===== src/rtl/life_pkg.sv =====
// Shared definitions for the Game of Life engine: mode encodings, default
// B3/S23 rule masks and the row/column to flat-cell index mapping.
package life_pkg;

    typedef enum logic [1:0] {
        ST_STOP    = 2'b00,
        ST_PROGRAM = 2'b01,
        ST_RUN     = 2'b10,
        ST_PAUSE   = 2'b11
    } game_state_t;

    localparam logic [8:0] RULE_B3  = 9'b000001000;
    localparam logic [8:0] RULE_S23 = 9'b000001100;

    function automatic int cell_idx(input int r, input int c, input int cols);
        return r * cols + c;
    endfunction

endpackage


===== src/rtl/life_next_gen.sv =====
// Combinational successor grid: counts the eight neighbours of every cell and
// applies the birth/survive masks. Neighbour wiring is resolved at elaboration.
module life_next_gen
    import life_pkg::*;
#(
    parameter int         ROWS    = 7,
    parameter int         COLS    = 7,
    parameter int         WRAP    = 1,
    parameter logic [8:0] BIRTH   = RULE_B3,
    parameter logic [8:0] SURVIVE = RULE_S23
)(
    input  logic [ROWS*COLS-1:0] grid,
    output logic [ROWS*COLS-1:0] next_grid
);

    for (genvar r = 0; r < ROWS; r++) begin : g_row
        for (genvar c = 0; c < COLS; c++) begin : g_col
            localparam int SELF = cell_idx(r, c, COLS);

            logic [8:0] nbr;
            logic [3:0] count;

            // Slot 4 of the 3x3 window is the cell itself and never counts.
            for (genvar k = 0; k < 9; k++) begin : g_nbr
                localparam int DR = k / 3 - 1;
                localparam int DC = k % 3 - 1;
                localparam int RR = (WRAP != 0) ? (r + DR + ROWS) % ROWS : r + DR;
                localparam int CC = (WRAP != 0) ? (c + DC + COLS) % COLS : c + DC;

                if (k == 4 || RR < 0 || RR >= ROWS || CC < 0 || CC >= COLS) begin : g_dead
                    assign nbr[k] = 1'b0;
                end else begin : g_live
                    localparam int IDX = cell_idx(RR, CC, COLS);
                    assign nbr[k] = grid[IDX];
                end
            end

            always_comb begin
                count = '0;
                for (int j = 0; j < 9; j++) begin
                    count = count + {3'b000, nbr[j]};
                end
            end

            assign next_grid[SELF] = grid[SELF] ? SURVIVE[count] : BIRTH[count];
        end
    end

endmodule


===== src/rtl/life_engine.sv =====
// Game of Life core: mode FSM, programming cursor, grid register, generation
// timer and counter, plus stable/extinct flags around a combinational stepper.
module life_engine
    import life_pkg::*;
#(
    parameter int         ROWS       = 7,
    parameter int         COLS       = 7,
    parameter int         WRAP       = 1,
    parameter logic [8:0] BIRTH      = RULE_B3,
    parameter logic [8:0] SURVIVE    = RULE_S23,
    parameter int         PERIOD     = 4,
    parameter int         GEN_W      = 16,
    parameter int         AUTO_PAUSE = 1
)(
    input  logic                         clk,
    input  logic                         rst_n,
    input  logic                         stop,
    input  logic                         prgm,
    input  logic                         pp,
    input  logic                         step,
    input  logic                         btn0,
    input  logic                         btn1,
    output logic [1:0]                   game_state,
    output logic [ROWS*COLS-1:0]         grid,
    output logic [$clog2(ROWS*COLS)-1:0] cursor,
    output logic [GEN_W-1:0]             gen_count,
    output logic                         stable,
    output logic                         extinct
);

    localparam int CELLS  = ROWS * COLS;
    localparam int CUR_W  = $clog2(CELLS);
    localparam int TICK_W = (PERIOD > 1) ? $clog2(PERIOD) : 1;

    localparam logic [CUR_W-1:0]  CUR_LAST  = CUR_W'(CELLS - 1);
    localparam logic [TICK_W-1:0] TICK_LAST = TICK_W'(PERIOD - 1);

    function automatic logic [GEN_W-1:0] sat_inc(input logic [GEN_W-1:0] v);
        return (&v) ? v : v + 1'b1;
    endfunction

    game_state_t       state_q;
    logic [CELLS-1:0]  grid_q;
    logic [CELLS-1:0]  next_grid;
    logic [CUR_W-1:0]  cursor_q;
    logic [GEN_W-1:0]  gen_q;
    logic              stable_q;
    logic [TICK_W-1:0] tick_q;

    logic pause_req;
    logic run_update;
    logic step_update;
    logic do_update;
    logic grid_same;
    logic next_empty;

    life_next_gen #(
        .ROWS    (ROWS),
        .COLS    (COLS),
        .WRAP    (WRAP),
        .BIRTH   (BIRTH),
        .SURVIVE (SURVIVE)
    ) u_next_gen (
        .grid      (grid_q),
        .next_grid (next_grid)
    );

    // prgm outranks pp even in states where prgm itself has no effect.
    assign pause_req   = pp && !prgm;
    assign run_update  = (state_q == ST_RUN) && !pause_req && (tick_q == TICK_LAST);
    assign step_update = (state_q == ST_PAUSE) && !prgm && !pp && step;
    assign do_update   = !stop && (run_update || step_update);
    assign grid_same   = (next_grid == grid_q);
    assign next_empty  = (next_grid == '0);

    always_ff @(posedge clk or negedge rst_n) begin
        if (!rst_n) begin
            state_q  <= ST_STOP;
            grid_q   <= '0;
            cursor_q <= '0;
            gen_q    <= '0;
            stable_q <= 1'b0;
            tick_q   <= '0;
        end else if (stop) begin
            state_q  <= ST_STOP;
            grid_q   <= '0;
            cursor_q <= '0;
            gen_q    <= '0;
            stable_q <= 1'b0;
            tick_q   <= '0;
        end else begin
            if (do_update) begin
                grid_q   <= next_grid;
                gen_q    <= sat_inc(gen_q);
                stable_q <= grid_same;
            end

            case (state_q)
                ST_STOP: begin
                    if (prgm) state_q <= ST_PROGRAM;
                end

                ST_PROGRAM: begin
                    // Toggle uses the pre-advance cursor when both buttons coincide.
                    if (btn1) grid_q[cursor_q] <= ~grid_q[cursor_q];
                    if (btn0) cursor_q <= (cursor_q == CUR_LAST) ? '0 : cursor_q + 1'b1;
                    if (pause_req) begin
                        state_q  <= ST_RUN;
                        tick_q   <= '0;
                        stable_q <= 1'b0;
                    end
                end

                ST_RUN: begin
                    if (pause_req) begin
                        state_q <= ST_PAUSE;
                    end else if (tick_q == TICK_LAST) begin
                        tick_q <= '0;
                        if (AUTO_PAUSE != 0 && (grid_same || next_empty)) state_q <= ST_PAUSE;
                    end else begin
                        tick_q <= tick_q + 1'b1;
                    end
                end

                ST_PAUSE: begin
                    if (prgm) begin
                        state_q <= ST_PROGRAM;
                    end else if (pp) begin
                        state_q <= ST_RUN;
                        tick_q  <= '0;
                    end
                end

                default: state_q <= ST_STOP;
            endcase
        end
    end

    assign game_state = state_q;
    assign grid       = grid_q;
    assign cursor     = cursor_q;
    assign gen_count  = gen_q;
    assign stable     = stable_q;
    assign extinct    = ~|grid_q;

endmodule


===== config.mk =====
export PLATFORM = sky130hd
export DESIGN_NAME = life_engine
export DESIGN_NICKNAME = d
export VERILOG_FILES = /design/src/rtl/life_pkg.sv /design/src/rtl/life_next_gen.sv /design/src/rtl/life_engine.sv
export SDC_FILE = /design/constraint.sdc
export NUM_CORES = 1
export LEC_CHECK = 0
export CAP_MARGIN = 20
export CORE_AREA = 2 2 185 187
export DETAILED_ROUTE_END_ITERATION = 12
export DIE_AREA = 0 0 187 189
export HOLD_SLACK_MARGIN = 0.02
export PLACE_DENSITY = 0.58
export SETUP_SLACK_MARGIN = 0.15
export SYNTH_ARGS = -nofsm -noshare
export SYNTH_HDL_FRONTEND = slang
export SYNTH_SLANG_ARGS = --single-unit

===== constraint.sdc =====
create_clock -name clk -period 5.93 [get_ports clk]
set_input_delay 0.8895 -clock clk [delete_from_list [all_inputs] [get_ports clk]]
set_output_delay 0.8895 -clock clk [all_outputs]
set_load 0.01 [all_outputs]

# Yosys cells after proc, flatten, opt, wreduce, memory -nomap -nowiden
# Memory sizes are Yosys's and may differ from the RTL's.
# Index checks and enable logic that the tools add are counted.
# Widths: inputs -> output; s select.
[op_classes]
n_bitwise = 1
muxes = 184
n_lt_le_gt_ge = 51
n_addsub = 346
n_reduce_logical = 27
n_eq_ne = 15
[op_table]
columns = ["operator", "n"]
rows = [
  ["$add 4x1->4", 294],
  ["$lt 4x5->1 const B", 49],
  ["$mux 49", 5],
  ["$mux 1", 153],
  ["$add 1x1->2", 49],
  ["$bwmux 49", 1],
  ["$eq 49x49->1", 1],
  ["$logic_not 49->1", 1],
  ["$reduce_or 49->1", 1],
  ["$mux 16", 3],
  ["$mux 2", 14],
  ["$mux 6", 4],
  ["$add 16x1->16 const B", 1],
  ["$reduce_and 16->1", 1],
  ["$ne 3x3->1 const B", 5],
  ["$reduce_and 5->1", 2],
  ["$logic_and 1x1->1", 8],
  ["$ne 4x3->1 const B", 2],
  ["$pmux 2 s4", 1],
  ["$lt 6x7->1 const B", 1],
  ["$add 6x1->6 const B", 1],
  ["$bmux 1 s6", 1],
  ["$demux 1 s6", 1],
  ["$eq 2x2->1 const B", 3],
  ["14 further kinds", 22],
]
[word_totals]
ff_bits = 76
mem_bits_ro = 1568
memories = 98
out_inout_bits = 75
input_bits = 8
[mem_list]
columns = ["name", "depth", "word_bits", "read_ports", "rd_ports_with_merged_regs", "write_ports", "line_no", "source"]
rows = [
  ["(no name shown)", 16, 1, 1, 0, 0, "life_next_gen.sv:45", "assign next_grid[SELF] = grid[SELF] ? SURVIVE[count] : BIRTH[count];"],
  ["(no name shown)", 16, 1, 1, 0, 0, "life_next_gen.sv:45", ""],
  ["(no name shown)", 16, 1, 1, 0, 0, "life_next_gen.sv:45", ""],
  ["(no name shown)", 16, 1, 1, 0, 0, "life_next_gen.sv:45", ""],
  ["(no name shown)", 16, 1, 1, 0, 0, "life_next_gen.sv:45", ""],
  ["(no name shown)", 16, 1, 1, 0, 0, "life_next_gen.sv:45", ""],
  ["92 more memories", "--", "--", "--", "--", "--", "--", ""],
]

# Logic depth before layout (Yosys ltp)
[logic_depth]
depth_word = 17
mapped_depth = 17

# By module
# A second synthesis with hierarchy kept.
[hier_totals]
hier_cells = 1384
area_unflattened_um2 = 13538.0
[modules_own_cells]
columns = ["module", "instances", "seq_area_each_um2", "cells_per_inst", "area_each_um2"]
rows = [
  ["life_next_gen", 1, 0.0, 828, 7937.6],
  ["life_engine", 1, 1901.8, 556, 5600.4],
]

# Worst setup path before layout
# OpenSTA, ideal clock, no wires.
[synth_path]
path_type = "register to register"
from = "reg grid_q[29], in the netlist grid[29]"
to = "reg stable_q, in the netlist stable"
path_slack_ns = 0.725
t_required_ns = 5.836
stages_incl_launch_ff = 16
synth_period_minus_slack_ns = 5.205
arrival_time_ns = 5.111
path_cell_list = "dfrtp_1 -> inv_1 -> ha_1 -> inv_1 -> fa_1 -> fa_1 -> fa_1 -> fa_1 -> a222oi_1 -> nand2_1 -> or4b_1 -> a2111oi_2 -> o2111a_1 -> nand4_1 -> or4_4 -> a221oi_2"
[synth_between]
elab_chain_len = 15
word_cells_on_any_way = 81
cone_classes = "add/sub: 35; eq/ne: 1; mux: 29; memory: 16"
[synth_rtl]
columns = ["item", "line_no", "source"]
rows = [
  ["from (decl)", "life_engine.sv:43", "logic [CELLS-1:0] grid_q;"],
  ["from (signal assigned)", "life_engine.sv:93", "grid_q <= next_grid;"],
  ["from (signal, indexed assignment)", "life_engine.sv:105", "if (btn1) grid_q[cursor_q] <= ~grid_q[cursor_q];"],
  ["$add 1x1->2", "life_next_gen.sv:41", "count = count + {3'b000, nbr[j]};"],
  ["$add 4x1->4 (6 in series)", "life_next_gen.sv:41", ""],
  ["$mem_v2 16x1", "--", ""],
  ["$mux 1 (implied by the code)", "life_next_gen.sv:45", ""],
  ["$mux 1", "life_next_gen.sv:45", ""],
  ["$eq 49x49->1 (*)", "life_engine.sv:73", "assign grid_same = (next_grid == grid_q);"],
  ["$mux 1 (*)", "life_engine.sv:92", "if (do_update) begin"],
  ["$mux 1", "life_engine.sv:107", "if (pause_req) begin"],
  ["$mux 1 (*)", "life_engine.sv:98", "case (state_q)"],
  ["$mux 1 (*)", "life_engine.sv:84", "end else if (stop) begin"],
  ["to (signal assigned)", "life_engine.sv:95", "stable_q <= grid_same;"],
  ["to (decl)", "life_engine.sv:47", "logic stable_q;"],
]
# Mark *: on every way between the ends. The rest lies on a longest branch, timed or not. The select of a mux whose other input is x is not followed.
# A chain may end at the register's enable or synchronous reset.

# Worst setup path after layout
[layout_path]
from = "reg grid_q[8], in the netlist grid[8]"
to = "reg stable_q, in the netlist stable"
# Same word-level chain as after synthesis.

==> metrics <==
Syn Std Cell Area 14860 um2; worst slew pin tran 1.308 ns; I/O Buffers 82; CTS sink cnt 76; initial antenna violation count 8; Hold WC Path Type in2async; Unique masters post-synth 94; height of the die 189 um; CORE AREA 33280 um2; clock root cell clkbuf_16; share of layout cells above drive strength 1 0.08938; post_cts resized 0; post-layout instance area 17250 um2; # nets final 2217; Post-synth top cells 261 x inv_1, 196 x fa_1, 172 x ha_1; Placer Congestion 1.160; Mean Syn Cell Area 8.883 um2; Area Overhead vs Synth 16.07%; PwrDens 75.23 nW/um2; ANT nets after route 0; largest net degree at the start of global routing 59; Synth area leaders fa_1 26%, ha_1 14%, dfrtp_1 13%; clock buffer depth 2; Worst EP arrival 5.86 ns; P_leak 7.010 nW; worst-skew pair later-pin latency 0.40 ns; worst-path cell chain inv_1 -> ha_1 -> inv_1 -> fa_1 -> fa_1 -> fa_1 -> fa_1 -> nor3_1 -> a22oi_1 -> nor3b_1 -> nand4_1 -> nor4_4 -> nand4_1 -> or4_4 -> a221oi_2; Post-DP Area 16940 um2; drt initial violations 2081; Crit path max-delay family adder cells; # Post-CTS Setup Buffers 0; Rows 67; total negative setup slack 0 ns; Vias 15090; area leader, netlist fa_1; vias per cell 6.565; CTS tree built; chip width 187 um; drt total wl 73810 um; critical path class reg2reg; Post-Syn Nets 2049; total gr overflow 0; Syn Inst Count 1673; Fill cells 3208; DR DRC count 0; DIE AREA 35340 um2; fin. max-slew vios 0; worst-path maximum fanout 5; Tmin final 5.546 ns; clock skew 0.01771 ns; Synthesis Warnings 0; async set-reset flop share out of synthesis 1.000; # setup viols final 0; fin crit share 0.9352; Peak Freq 180.3 MHz; HPWL after DPL 59310 um; share of the synthesized area in the top cell type 0.2640; GR Util All Layers 0.4222; Initial Util 0.4465; DRT Pass-1 Iters 7; Main synth FF type dfrtp_1; Max-slew headroom 0.1246; cell with the most instances after synthesis inv_1; H-tree depth 3; CP Launch Type flop; clock slew at reported path FFs 0.09 ns; Crit-path slowest cell fa_1; RSZ-0062 raised after global routing no; outcome completed; Hold Vio Cnt, Final 0; Peak VDD IR 0.1519 mV; EDFF count, synth 0; WL/cell 32.10 um; crit end category flop; Seq/Total Area, Yosys 0.1280; first-pass GRT wire length 105400 um; CP max stage delay 0.60 ns; Max-cap violations 0; CP Buf/Inv Count 2; I/O pin count 83; Most common cell on crit path fa_1; vias in the first global route 14770; Post-CTS Hold Fix Bufs 0; critical path required time 6.24 ns; synthesis-stage register bit count 76; Num CTS Buffers 9
## final timing paths
path | startpoint | endpoint | slack [ns] | depth (start not counted)
setup / recovery | grid[8] | stable | 0.38 | 15
hold / removal | rst_n | tick_q[0] | 0.43 | 1
setup reg to reg | grid[8] | stable | 0.38 | 15
hold reg to reg | tick_q[1] | tick_q[1] | 0.56 | 2
max in group asynchronous | rst_n | grid[42] | 4.29 | 2
min in group clk | tick_q[1] | tick_q[1] | 0.56 | 2
## metrics by stage
step                setup slack, ns  total power (W)  utilization  hold slack, ns  std cells
finish                       0.3840         0.001298       0.5183          0.4312       2299
global route                 0.3510         0.001326       0.5179          0.4563       2294
CTS                          0.5336         0.001287       0.5179          0.4448       2294
detailed placement           0.5474        0.0006758       0.5090          0.5462       2278
global placement             0.5569        0.0006743       0.5087          0.5255       2277
floorplan                    0.7252        0.0006098            -          0.5071       1673
## registers in the layout, summed over array words and instances (netlist names)
register / count
grid: 49
tick_q: 2
cursor: 6
game_state: 2
gen_count: 16
stable: 1
## layout by cell type (no fill, tap or decap), types with 10 or more instances in the layout
| master | count |
|---|---|
| nand2_1 | 60 |
| nand4_1 | 29 |
| nor4_1 | 14 |
| nor2b_1 | 59 |
| a21oi_1 | 83 |
| a22oi_1 | 30 |
| clkdlybuf4s50_1 | 80 |
| ha_1 | 172 |
| a211oi_1 | 21 |
| o21ai_0 | 69 |
| o211ai_1 | 20 |
| a221oi_1 | 11 |
| or3_1 | 10 |
| nor2_1 | 112 |
| nor3_1 | 48 |
| dfrtp_1 | 76 |
| inv_1 | 261 |
| o221ai_1 | 15 |
| buf_4 | 112 |
| nand3_1 | 45 |
| nor3b_1 | 21 |
| a31oi_1 | 19 |
| nand2b_1 | 57 |
| fa_1 | 196 |
| o21ai_1 | 35 |
## power by group
group | leakage [nW] | total, W | switching, W | internal (W)
registers | 1.06 | 0.000531 | 0.0000101 | 0.000521
logic | 5.81 | 0.000142 | 0.0000977 | 0.0000439
clock network | 0.141 | 0.000625 | 0.000329 | 0.000296
## metal layers
metal  wire (um)  global-route usage
met4        5702              0.2708
met5         106             0.01786
met2       30260              0.6072
met1       27530              0.5358
met3       10210              0.1518
## layout make-up
cell class	instances	area, um2	area share
antenna	5	12.51	0.0007254
clock buffer	9	225.2	0.01306
clock inverter	7	70.07	0.004062
inverter	263	987.2	0.05723
multi-input combinational	1297	11830	0.6861
sequential	76	1902	0.1103
tap	448	560.5	0.03250
timing repair buffer	194	1658	0.09611
## cell families (layout without fill, tap and decap cells)
family,Yosys count,in the layout,synth area share
AO/OA/AOI/OAI,394,394,0.1750
flip-flops,76,76,0.1280
AND/OR/NAND/NOR,504,504,0.1849
other,0,5,0
adder cells (fa/ha/maj),368,368,0.4089
multiplexers,18,18,0.01777
buffers and inverters,300,473,0.07788
XOR/XNOR,13,13,0.007662
No activity file was read; power rests on OpenSTA's default activity.
